**src/rtl/led_seq_pkg.sv**
```systemverilog
// Shared definitions for the LED pattern sequencer.
//   - Avalon register word addresses
//   - CTRL field bit positions and switch bit roles
//   - FSM state and pattern enumerations
//   - pattern seed values and a seed lookup helper
package led_seq_pkg;

  // Register map (word addresses)
  localparam logic [1:0] ADDR_CTRL   = 2'd0;
  localparam logic [1:0] ADDR_PERIOD = 2'd1;
  localparam logic [1:0] ADDR_LED_SW = 2'd2;
  localparam logic [1:0] ADDR_STATUS = 2'd3;

  // CTRL field positions
  localparam int CTRL_ENABLE_BIT = 0;
  localparam int CTRL_MODE_BIT   = 1;
  localparam int CTRL_USE_SW_BIT = 2;
  localparam int CTRL_PAT_LSB    = 4;

  // Synchronised switch roles ([1:0] is the pattern code)
  localparam int SW_INVERT_BIT = 2;
  localparam int SW_PAUSE_BIT  = 3;

  // Encoding is visible in STATUS[13:12]
  typedef enum logic [1:0] {
    IDLE = 2'd0,
    SOFT = 2'd1,
    AUTO = 2'd2
  } state_t;

  typedef enum logic [1:0] {
    ROT_L  = 2'd0,
    ROT_R  = 2'd1,
    BOUNCE = 2'd2,
    COUNT  = 2'd3
  } pat_t;

  localparam logic [7:0] SEED_ROT_L  = 8'h01;
  localparam logic [7:0] SEED_ROT_R  = 8'h80;
  localparam logic [7:0] SEED_BOUNCE = 8'h01;
  localparam logic [7:0] SEED_COUNT  = 8'h00;

  function automatic logic [7:0] pattern_seed(input pat_t p);
    logic [7:0] s;
    case (p)
      ROT_L:   s = SEED_ROT_L;
      ROT_R:   s = SEED_ROT_R;
      BOUNCE:  s = SEED_BOUNCE;
      default: s = SEED_COUNT;
    endcase
    return s;
  endfunction

endpackage

```
**src/rtl/led_step_timer.sv**
```systemverilog
// Step-rate timer for the pattern sequencer.
// Counts clk cycles and pulses tick on the cycle the count reaches
// max(period,1)-1; the count wraps to 0 on that same edge.
//   clk    : system clock
//   srst   : synchronous active-high reset
//   period : cycles per step (0 behaves as 1)
//   clear  : forces the count to 0 and suppresses tick this cycle
//   pause  : holds the count and suppresses tick
//   tick   : one step is due at the coming edge
module led_step_timer #(
  parameter int CNT_W = 32
) (
  input  logic             clk,
  input  logic             srst,
  input  logic [CNT_W-1:0] period,
  input  logic             clear,
  input  logic             pause,
  output logic             tick
);

  logic [CNT_W-1:0] count_reg;
  logic [CNT_W-1:0] last_count;
  logic             at_last;

  // PERIOD=0 collapses onto PERIOD=1: last count is 0 either way.
  assign last_count = (period == '0) ? '0 : period - CNT_W'(1);
  assign at_last    = (count_reg == last_count);
  assign tick       = !clear && !pause && at_last;

  always_ff @(posedge clk) begin
    if (srst) begin
      count_reg <= '0;
    end else if (clear) begin
      count_reg <= '0;
    end else if (!pause) begin
      count_reg <= at_last ? '0 : count_reg + CNT_W'(1);
    end
  end

endmodule

```
**src/rtl/led_pattern_sequencer.sv**
```systemverilog
// Avalon-MM LED controller: drives the board LEDs either from a software
// value (SOFT) or from a stepping hardware pattern (AUTO), or blanks them
// (IDLE).
//   clk, reset            : system clock, synchronous active-high reset
//   avs_address/read/write/writedata/readdata
//                         : Avalon-MM slave, read latency 1, no waitrequest
//                           0 CTRL, 1 PERIOD, 2 LED_SW, 3 STATUS (RO)
//   switches              : asynchronous board switches
//                           [1:0] pattern, [2] invert, [3] pause
//   leds                  : registered LED drive
module led_pattern_sequencer
  import led_seq_pkg::*;
#(
  parameter int unsigned DEFAULT_PERIOD = 50000000,
  parameter int          SYNC_STAGES    = 2,
  parameter int          LED_W          = 8
) (
  input  logic             clk,
  input  logic             reset,
  input  logic [1:0]       avs_address,
  input  logic             avs_read,
  input  logic             avs_write,
  input  logic [31:0]      avs_writedata,
  output logic [31:0]      avs_readdata,
  input  logic [3:0]       switches,
  output logic [LED_W-1:0] leds
);

  localparam int SW_W = 4;

  // ---------------- switch synchroniser ----------------
  logic [SYNC_STAGES-1:0][SW_W-1:0] sync_reg;
  logic [SW_W-1:0]                  sw_sync;

  always_ff @(posedge clk) begin
    if (reset) begin
      sync_reg <= '0;
    end else begin
      sync_reg <= {sync_reg[SYNC_STAGES-2:0], switches};
    end
  end

  assign sw_sync = sync_reg[SYNC_STAGES-1];

  // ---------------- register file ----------------
  logic             enable_reg;
  logic             mode_reg;
  logic             use_sw_reg;
  pat_t             pat_reg;
  logic [31:0]      period_reg;
  logic [LED_W-1:0] led_sw_reg;

  logic wr_ctrl;
  logic wr_period;
  logic wr_led_sw;

  assign wr_ctrl   = avs_write && (avs_address == ADDR_CTRL);
  assign wr_period = avs_write && (avs_address == ADDR_PERIOD);
  assign wr_led_sw = avs_write && (avs_address == ADDR_LED_SW);

  always_ff @(posedge clk) begin
    if (reset) begin
      enable_reg <= 1'b0;
      mode_reg   <= 1'b0;
      use_sw_reg <= 1'b0;
      pat_reg    <= ROT_L;
      period_reg <= 32'(DEFAULT_PERIOD);
      led_sw_reg <= '0;
    end else begin
      if (wr_ctrl) begin
        enable_reg <= avs_writedata[CTRL_ENABLE_BIT];
        mode_reg   <= avs_writedata[CTRL_MODE_BIT];
        use_sw_reg <= avs_writedata[CTRL_USE_SW_BIT];
        pat_reg    <= pat_t'(avs_writedata[CTRL_PAT_LSB +: 2]);
      end
      if (wr_period) begin
        period_reg <= avs_writedata;
      end
      if (wr_led_sw) begin
        led_sw_reg <= avs_writedata[LED_W-1:0];
      end
    end
  end

  // ---------------- FSM ----------------
  state_t state_reg, state_next;
  pat_t   pat_sel;
  pat_t   pat_active_reg;
  logic   load_seed;

  assign pat_sel = use_sw_reg ? pat_t'(sw_sync[1:0]) : pat_reg;

  always_comb begin
    state_next = state_reg;
    if (!enable_reg) begin
      state_next = IDLE;
    end else if (mode_reg) begin
      state_next = AUTO;
    end else begin
      state_next = SOFT;
    end
  end

  // Reseed on entry to AUTO and whenever the selected pattern changes
  // while staying in AUTO.
  assign load_seed = (state_next == AUTO) &&
                     ((state_reg != AUTO) || (pat_sel != pat_active_reg));

  // ---------------- step timer ----------------
  logic tick;

  led_step_timer #(
    .CNT_W(32)
  ) u_timer (
    .clk   (clk),
    .srst  (reset),
    .period(period_reg),
    .clear (wr_period || load_seed),
    .pause (sw_sync[SW_PAUSE_BIT]),
    .tick  (tick)
  );

  // ---------------- pattern generator ----------------
  logic [LED_W-1:0] pattern_reg, pattern_next;
  logic             dir_left_reg, dir_left_next;

  always_comb begin
    pattern_next  = pattern_reg;
    dir_left_next = dir_left_reg;
    if (load_seed) begin
      pattern_next  = pattern_seed(pat_sel);
      dir_left_next = 1'b1;
    end else if ((state_reg == AUTO) && tick) begin
      case (pat_active_reg)
        ROT_L:  pattern_next = {pattern_reg[LED_W-2:0], pattern_reg[LED_W-1]};
        ROT_R:  pattern_next = {pattern_reg[0], pattern_reg[LED_W-1:1]};
        COUNT:  pattern_next = pattern_reg + LED_W'(1);
        BOUNCE: begin
          // Turn around at the end positions instead of wrapping.
          if (dir_left_reg) begin
            if (pattern_reg == 8'h80) begin
              pattern_next  = 8'h40;
              dir_left_next = 1'b0;
            end else begin
              pattern_next = pattern_reg << 1;
            end
          end else begin
            if (pattern_reg == 8'h01) begin
              pattern_next  = 8'h02;
              dir_left_next = 1'b1;
            end else begin
              pattern_next = pattern_reg >> 1;
            end
          end
        end
        default: pattern_next = pattern_reg;
      endcase
    end
  end

  // ---------------- LED output ----------------
  logic [LED_W-1:0] led_base;
  logic [LED_W-1:0] led_drive;
  logic [LED_W-1:0] leds_reg;

  always_comb begin
    led_base = '0;
    case (state_reg)
      SOFT:    led_base = led_sw_reg;
      AUTO:    led_base = pattern_reg;
      default: led_base = '0;
    endcase
  end

  // Invert switch applies to every lit state; IDLE stays dark.
  genvar gi;
  generate
    for (gi = 0; gi < LED_W; gi++) begin : g_led
      assign led_drive[gi] = (state_reg != IDLE) &&
                             (led_base[gi] ^ sw_sync[SW_INVERT_BIT]);
    end
  endgenerate

  // ---------------- read mux ----------------
  logic [31:0] read_mux;
  logic [31:0] readdata_reg;

  always_comb begin
    read_mux = '0;
    case (avs_address)
      ADDR_CTRL: begin
        read_mux[CTRL_ENABLE_BIT]       = enable_reg;
        read_mux[CTRL_MODE_BIT]         = mode_reg;
        read_mux[CTRL_USE_SW_BIT]       = use_sw_reg;
        read_mux[CTRL_PAT_LSB +: 2]     = pat_reg;
      end
      ADDR_PERIOD: read_mux = period_reg;
      ADDR_LED_SW: read_mux[LED_W-1:0] = led_sw_reg;
      default: begin
        read_mux[7:0]   = leds_reg;
        read_mux[11:8]  = sw_sync;
        read_mux[13:12] = state_reg;
      end
    endcase
  end

  // ---------------- sequential state ----------------
  always_ff @(posedge clk) begin
    if (reset) begin
      state_reg      <= IDLE;
      pat_active_reg <= ROT_L;
      pattern_reg    <= '0;
      dir_left_reg   <= 1'b1;
      leds_reg       <= '0;
      readdata_reg   <= '0;
    end else begin
      state_reg    <= state_next;
      pattern_reg  <= pattern_next;
      dir_left_reg <= dir_left_next;
      leds_reg     <= led_drive;
      if (load_seed) begin
        pat_active_reg <= pat_sel;
      end
      // Read mux sees pre-write values, so a colliding write returns old data.
      if (avs_read) begin
        readdata_reg <= read_mux;
      end
    end
  end

  assign leds         = leds_reg;
  assign avs_readdata = readdata_reg;

endmodule

```
**config.mk**
```make
export PLATFORM = sky130hd
export DESIGN_NAME = led_pattern_sequencer
export DESIGN_NICKNAME = d
export VERILOG_FILES = /design/src/rtl/led_seq_pkg.sv /design/src/rtl/led_step_timer.sv /design/src/rtl/led_pattern_sequencer.sv
export SDC_FILE = /design/constraint.sdc
export NUM_CORES = 1
export LEC_CHECK = 0
export BUFFER_PORTS_ARGS = -buffer_cell sky130_fd_sc_hd__buf_2
export CAP_MARGIN = 20
export CORE_ASPECT_RATIO = 1.75
export CORE_UTILIZATION = 42
export DETAILED_ROUTE_END_ITERATION = 16
export HOLD_SLACK_MARGIN = 0.08
export PLACE_DENSITY = 0.71
export SLEW_MARGIN = 20
export SYNTH_ARGS = -nofsm -noshare
export SYNTH_HDL_FRONTEND = slang
export SYNTH_SLANG_ARGS = --single-unit
```
**constraint.sdc**
```tcl
create_clock -name clk -period 4.9 [get_ports clk]
set_clock_uncertainty 0.1 [all_clocks]
set_input_delay 0.98 -clock clk [delete_from_list [all_inputs] [get_ports clk]]
set_output_delay 0.98 -clock clk [all_outputs]
set_load 0.02 [all_outputs]
```
---- After elaboration in Yosys (flattened, before gate mapping) ----
Index checks and enable logic that the tools add are counted.
cells by class
  add/subtract/negate cells ............... 3
  equal/unequal tests ..................... 15
  multiplexer cells ....................... 22
  bitwise logic cells ..................... 8
  reduce and logical (&&, ||, !) cells .... 30
operators with widths
  kind                   count
  $mux 32                2
  $add 32x1->32 const B  1
  $eq 32x32->1           1
  $logic_not 32->1       1
  $mux 8                 4
  $pmux 8 s2             2
  $pmux 8 s4             1
  $sub 32x1->32 const B  1
  $mux 18                1
  $logic_and 1x1->1      15
  $eq 2x2->1 const B     6
  $pmux 2 s3             2
  $pmux 6 s2             1
  $pmux 3 s3             1
  $add 8x1->8 const B    1
  $eq 2x1->1 const B     4
  $eq 8x1->1 const B     1
  $eq 8x8->1 const B     1
  $reduce_or 2->1        4
  $xor 1x1->1            8
  $mux 7                 1
  $logic_not 2->1        3
  $mux 2                 3
  $reduce_bool 2->1      2
  other kinds (7)        11
word-level totals
  register bits after elaboration ......... 138
  bits of input ports ..................... 42
  output and inout bits ................... 40
  logic and storage cells ................. 93

---- Logic depth before layout (Yosys ltp) ----
  word-level depth ........................ 11
  depth in mapped cells ................... 14
  gate-level depth less buffers ........... 11

---- By module ----
From an unflattened synthesis, not the netlist that was laid out.
second synthesis, totals
  cell total of the unflattened synthesis .. 946
  area total of the unflattened synthesis .. 7,792.5 µm²
modules (own cells, without submodules)
  module                 times used  cells each  area an instance (µm²)  seq. area each (µm²)
  led_pattern_sequencer  1           550         4,724.5                 2,122.0
  led_step_timer         1           396         3,067.9                 640.6

---- Worst setup path before layout ----
No wires, ideal clock.
  kind .................................... reg-to-reg
  from .................................... register period_reg[0]
  to ...................................... register u_timer.count_reg[0]
  library setup time ...................... 0.132 ns
  arrival time ............................ 3.095 ns
  required time ........................... 4.668 ns
  path slack .............................. 1.573 ns
  stages on the path, launching flop included .. 15
  buffers on the path ..................... 3
  clock period less this slack ............ 3.327 ns
  cells stage by stage .................... dfxtp_1 -> clkbuf_1 -> inv_1 -> ha_1 -> clkbuf_1 -> inv_1 -> or4_4 -> and3_4 -> a2111oi_4 -> o311ai_1 -> a2111oi_4 -> nand4b_1 -> nor3_2 -> buf_2 -> nor3_1
between the ends
  longest elaborated chain between the ends .. 4
  elaborated cells on any way between the ends .. 5
  those cells by class .................... add/sub: 1; eq/ne: 1; mux: 2; reduce/logical: 1
ends and longest elaborated chain
  element                                            line                         RTL
  start: declaration                                 led_pattern_sequencer.sv:50  logic [31:0] period_reg;
  start signal: assignment                           led_pattern_sequencer.sv:67  period_reg <= 32'(DEFAULT_PERIOD);
  start signal: assignment                           led_pattern_sequencer.sv:77  period_reg <= avs_writedata;
  $sub 32x1->32 or $logic_not 32->1 (tied branches)  led_step_timer.sv:26         assign last_count = (period == '0) ? '0 : period - CNT_W'(1);
  $mux 32 (*)                                        led_step_timer.sv:26
  $eq 32x32->1 (*)                                   led_step_timer.sv:27         assign at_last = (count_reg == last_count);
  $mux 32 (*)                                        led_step_timer.sv:36         count_reg <= at_last ? '0 : count_reg + CNT_W'(1);
  end signal: assignment                             led_step_timer.sv:36
  end: declaration                                   led_step_timer.sv:21         logic [CNT_W-1:0] count_reg;
Mark *: on every way between the ends. The rest lies on a longest branch, timed or not.
A chain may end at the register's enable or synchronous reset.

---- Final worst setup path ----
  from .................................... register period_reg[3]
  to ...................................... register pattern_reg[6]
between the ends
  longest elaborated chain between the ends .. 6
  elaborated cells on any way between the ends .. 7
  those cells by class .................... add/sub: 1; eq/ne: 1; mux: 1; reduce/logical: 4
ends and longest elaborated chain
  element                                            line                          RTL
  $sub 32x1->32 or $logic_not 32->1 (tied branches)  led_step_timer.sv:26
  $mux 32 (*)                                        led_step_timer.sv:26
  $eq 32x32->1 (*)                                   led_step_timer.sv:27
  $logic_and 1x1->1 (*)                              led_step_timer.sv:28          assign tick = !clear && !pause && at_last;
  $logic_and 1x1->1 (*)                              led_pattern_sequencer.sv:133  end else if ((state_reg == AUTO) && tick) begin
  $reduce_bool 2->1 (no line) (*)                    --
  end signal: assignment                             led_pattern_sequencer.sv:218  pattern_reg <= pattern_next;
  end: declaration                                   led_pattern_sequencer.sv:124  logic [LED_W-1:0] pattern_reg, pattern_next;
Marks and branches as above.

==> summary.txt <==
NumNets Final -> 1078
Critical path endpoint category -> register
Number of synthesized flops with an enable pin -> 0
Register-to-Register Setup Slack -> 0.49 ns
Syn Std Cell Area -> 0.00802 sq mm
Fmax -> 0.227 GHz
Peak VDD IR -> 0.202 mV
Hold Buf Count CTS -> 0
Hold Vio Cnt, Final -> 0
Largest stage delay, worst path -> 0.71 ns
Initial Util -> 42.9%
Required @ worst endpoint -> 5.15 ns
Worst Hold Class -> register to register
Post-synth top area share -> 34.5%
Io pins -> 82
DRT iter0 DRCs -> 526
Setup crit start kind -> register
Slew HR -> 27.6%
Post-Syn Nets -> 1051
Critical path's slowest cell -> nor4_4
Core area -> 0.0187 sq mm
Crit Path Max Fanout -> 16
Diodes inserted -> 0
RSZ-0062 raised after global routing -> no
Post-CTS Setup Inserts -> 0
Drt total wl -> 25.3 mm
CTS tree -> built
Pwr/cell area -> 303 mW/mm^2
Final period util -> 90.0%
Most common flop cell mapped by yosys -> dfxtp_1
Cells after synthesis -> 1001
Avg WL per Cell -> 19.8 um
Root Buffer -> clkbuf_16
PortBufs -> 81
Share of post-route cells with drive strength above 1 -> 14.9%
Largest net degree at the start of global routing -> 95
Critical Path AT -> 4.67 ns
TritonRoute pass-1 iters -> 5
Synth warnings -> 0
Post-synthesis area per instance -> 8.01 sq um
Seq/Total Area, Yosys -> 34.5%
Half-perimeter wire length after placement -> 18.6 mm
Clock Path Buffers -> 2
Leakage -> 0.00330 uW
Total number of vias -> 7563
Synthesis-to-layout area growth -> 13.1%
Max_cap viols -> 0
Status -> completed
Grt ovf -> 0
Num rows -> 66
Routed Antenna Nets -> 0
Gpl congestion -> 0.959
Async set-reset flop share out of synthesis -> 0%
Worst-Margin Slew -> 1.08 ns
Crit path time final -> 4.41 ns
Leading area contributor after synthesis -> dfxtp_1
Final Power -> 2740 uW
Die X-Extent -> 106 um
DIE AREA -> 0.0197 sq mm
Fill cell count -> 1877
Antenna violations before repair -> 0
GRT Total Usage -> 26.1%
Die height -> 185 um
TritonCTS buffer count -> 17
Clk_lat worst skew -> 0.43 ns
Top cells by area, synth -> dfxtp_1 (34%), nand2_1 (6.0%), xor2_1 (4.4%)
Num Clock Sinks -> 138
Final-report max-slew violation count -> 0
Setup TNS -> 0 ns
Final hold slack -> 0.336 ns
Worst path cell trace -> nor4_4 > and4_1 > nand3_1 > a21boi_0 > o22ai_1 > nor4_1 > nand4_2 > nor2b_1 > mux2i_1
#FFs+latches synth -> 138
First-pass GRT wire length -> 39.0 mm
H-tree levels -> 4
Worst-path clk slew -> 0.06 ns
Vias in the first global route -> 7101
Final setup viols -> 0
Residual DRC -> 0
Vias per Instance -> 5.91
CP Class -> register to register
Post-synthesis cell type count -> 76
CTS resizes -> 0
## area by class of cell
cell class / instances / area [sq um] / share of cell area (%)
clock inverters: 13 / 168 / 1.85
flip-flops and latches: 138 / 2760 / 30.5
inverters: 15 / 56.3 / 0.621
well taps: 238 / 298 / 3.29
multi-input cells: 765 / 4860 / 53.7
clock buffers: 19 / 433 / 4.78
repair buffers: 91 / 480 / 5.30
## metrics by stage
stage / worst slack [ns] / cell area (sq um) / util (%) / cells
after floorplan: 1.57 / 8020 / - / 1001
after global placement: 0.707 / 8460 / 45.3 / 1247
after detailed placement: 0.521 / 8460 / 45.3 / 1247
after CTS: 0.546 / 9060 / 48.6 / 1279
after global routing: 0.152 / 9060 / 48.6 / 1279
final: 0.488 / 9060 / 48.6 / 1279
## placed cells by master (no fill, tap or decap), drive strengths merged, types with 7 or more instances in the layout
cell    instances
buf            91
o31ai           7
inv            18
a22o            8
o21ai          20
nand3          30
xor2           40
and4            7
nor2           87
or4            13
nand2         128
clkbuf         19
and3           13
nor4           23
nor3b           7
o211ai          8
a21oi          62
mux2           12
a211oi         10
nand4          21
dfxtp         138
mux2i          25
nor2b          43
or3            13
nand3b         18
nor3           49
xnor2          24
ha              8
## per-layer routing
layer / vias up / track usage, % / wire length [um] / share of wire [%]
met5: - / 0 / 0 / 0
met4: 0 / 16.4 / 1330 / 5.2
met3: 72 / 3.96 / 975 / 3.9
met2: 268 / 47.6 / 13400 / 53
met1: 3592 / 27.6 / 9610 / 38
li1: 3631 / - / - / -
## worst max-delay path: cells and delay by family, from the launching register on
| family | cells | cell delay (ns) |
|---|---|---|
| compound gates | 2 | 0.66 |
| mux | 1 | 0.25 |
| flops | 1 | 0.44 |
| simple gates | 6 | 2.89 |
## logic make-up after synthesis
group / count (synthesis) / share of synthesized area (%)
AND/OR/NAND/NOR: 481 / 31.6
flip-flops: 138 / 34.5
buffers and inverters: 98 / 4.84
XOR/XNOR: 65 / 7.27
AO/OA/AOI/OAI: 169 / 14.3
adder cells (fa/ha/maj): 8 / 1.25
multiplexers: 42 / 6.21
## path summary, 6_finish.rpt
path / end / depth (start not counted) / start
min: sw_sync[0] / 1 / sync_reg[0]
max reg2reg: pattern_reg[6] / 9 / period_reg[3]
min reg2reg: sw_sync[0] / 1 / sync_reg[0]
max: pattern_reg[6] / 9 / period_reg[3]
## power breakdown
part	leakage [uW]	switching (uW)	internal [uW]
Combinational	0.00189	132	88.9
Sequential	0.00112	45.6	1150
Clock	0.000288	523	805
## synthesized netlist by cell type, types with 24 or more instances
master and instances:
xnor2_1 24, nand3_1 30, xor2_1 40, nor2b_1 43, dfxtp_1 138, nor3_1 47
a21oi_1 62, mux2i_1 25, nand2_1 128, nor2_1 87, clkbuf_1 69
No activity file was read; power rests on OpenSTA's default activity.
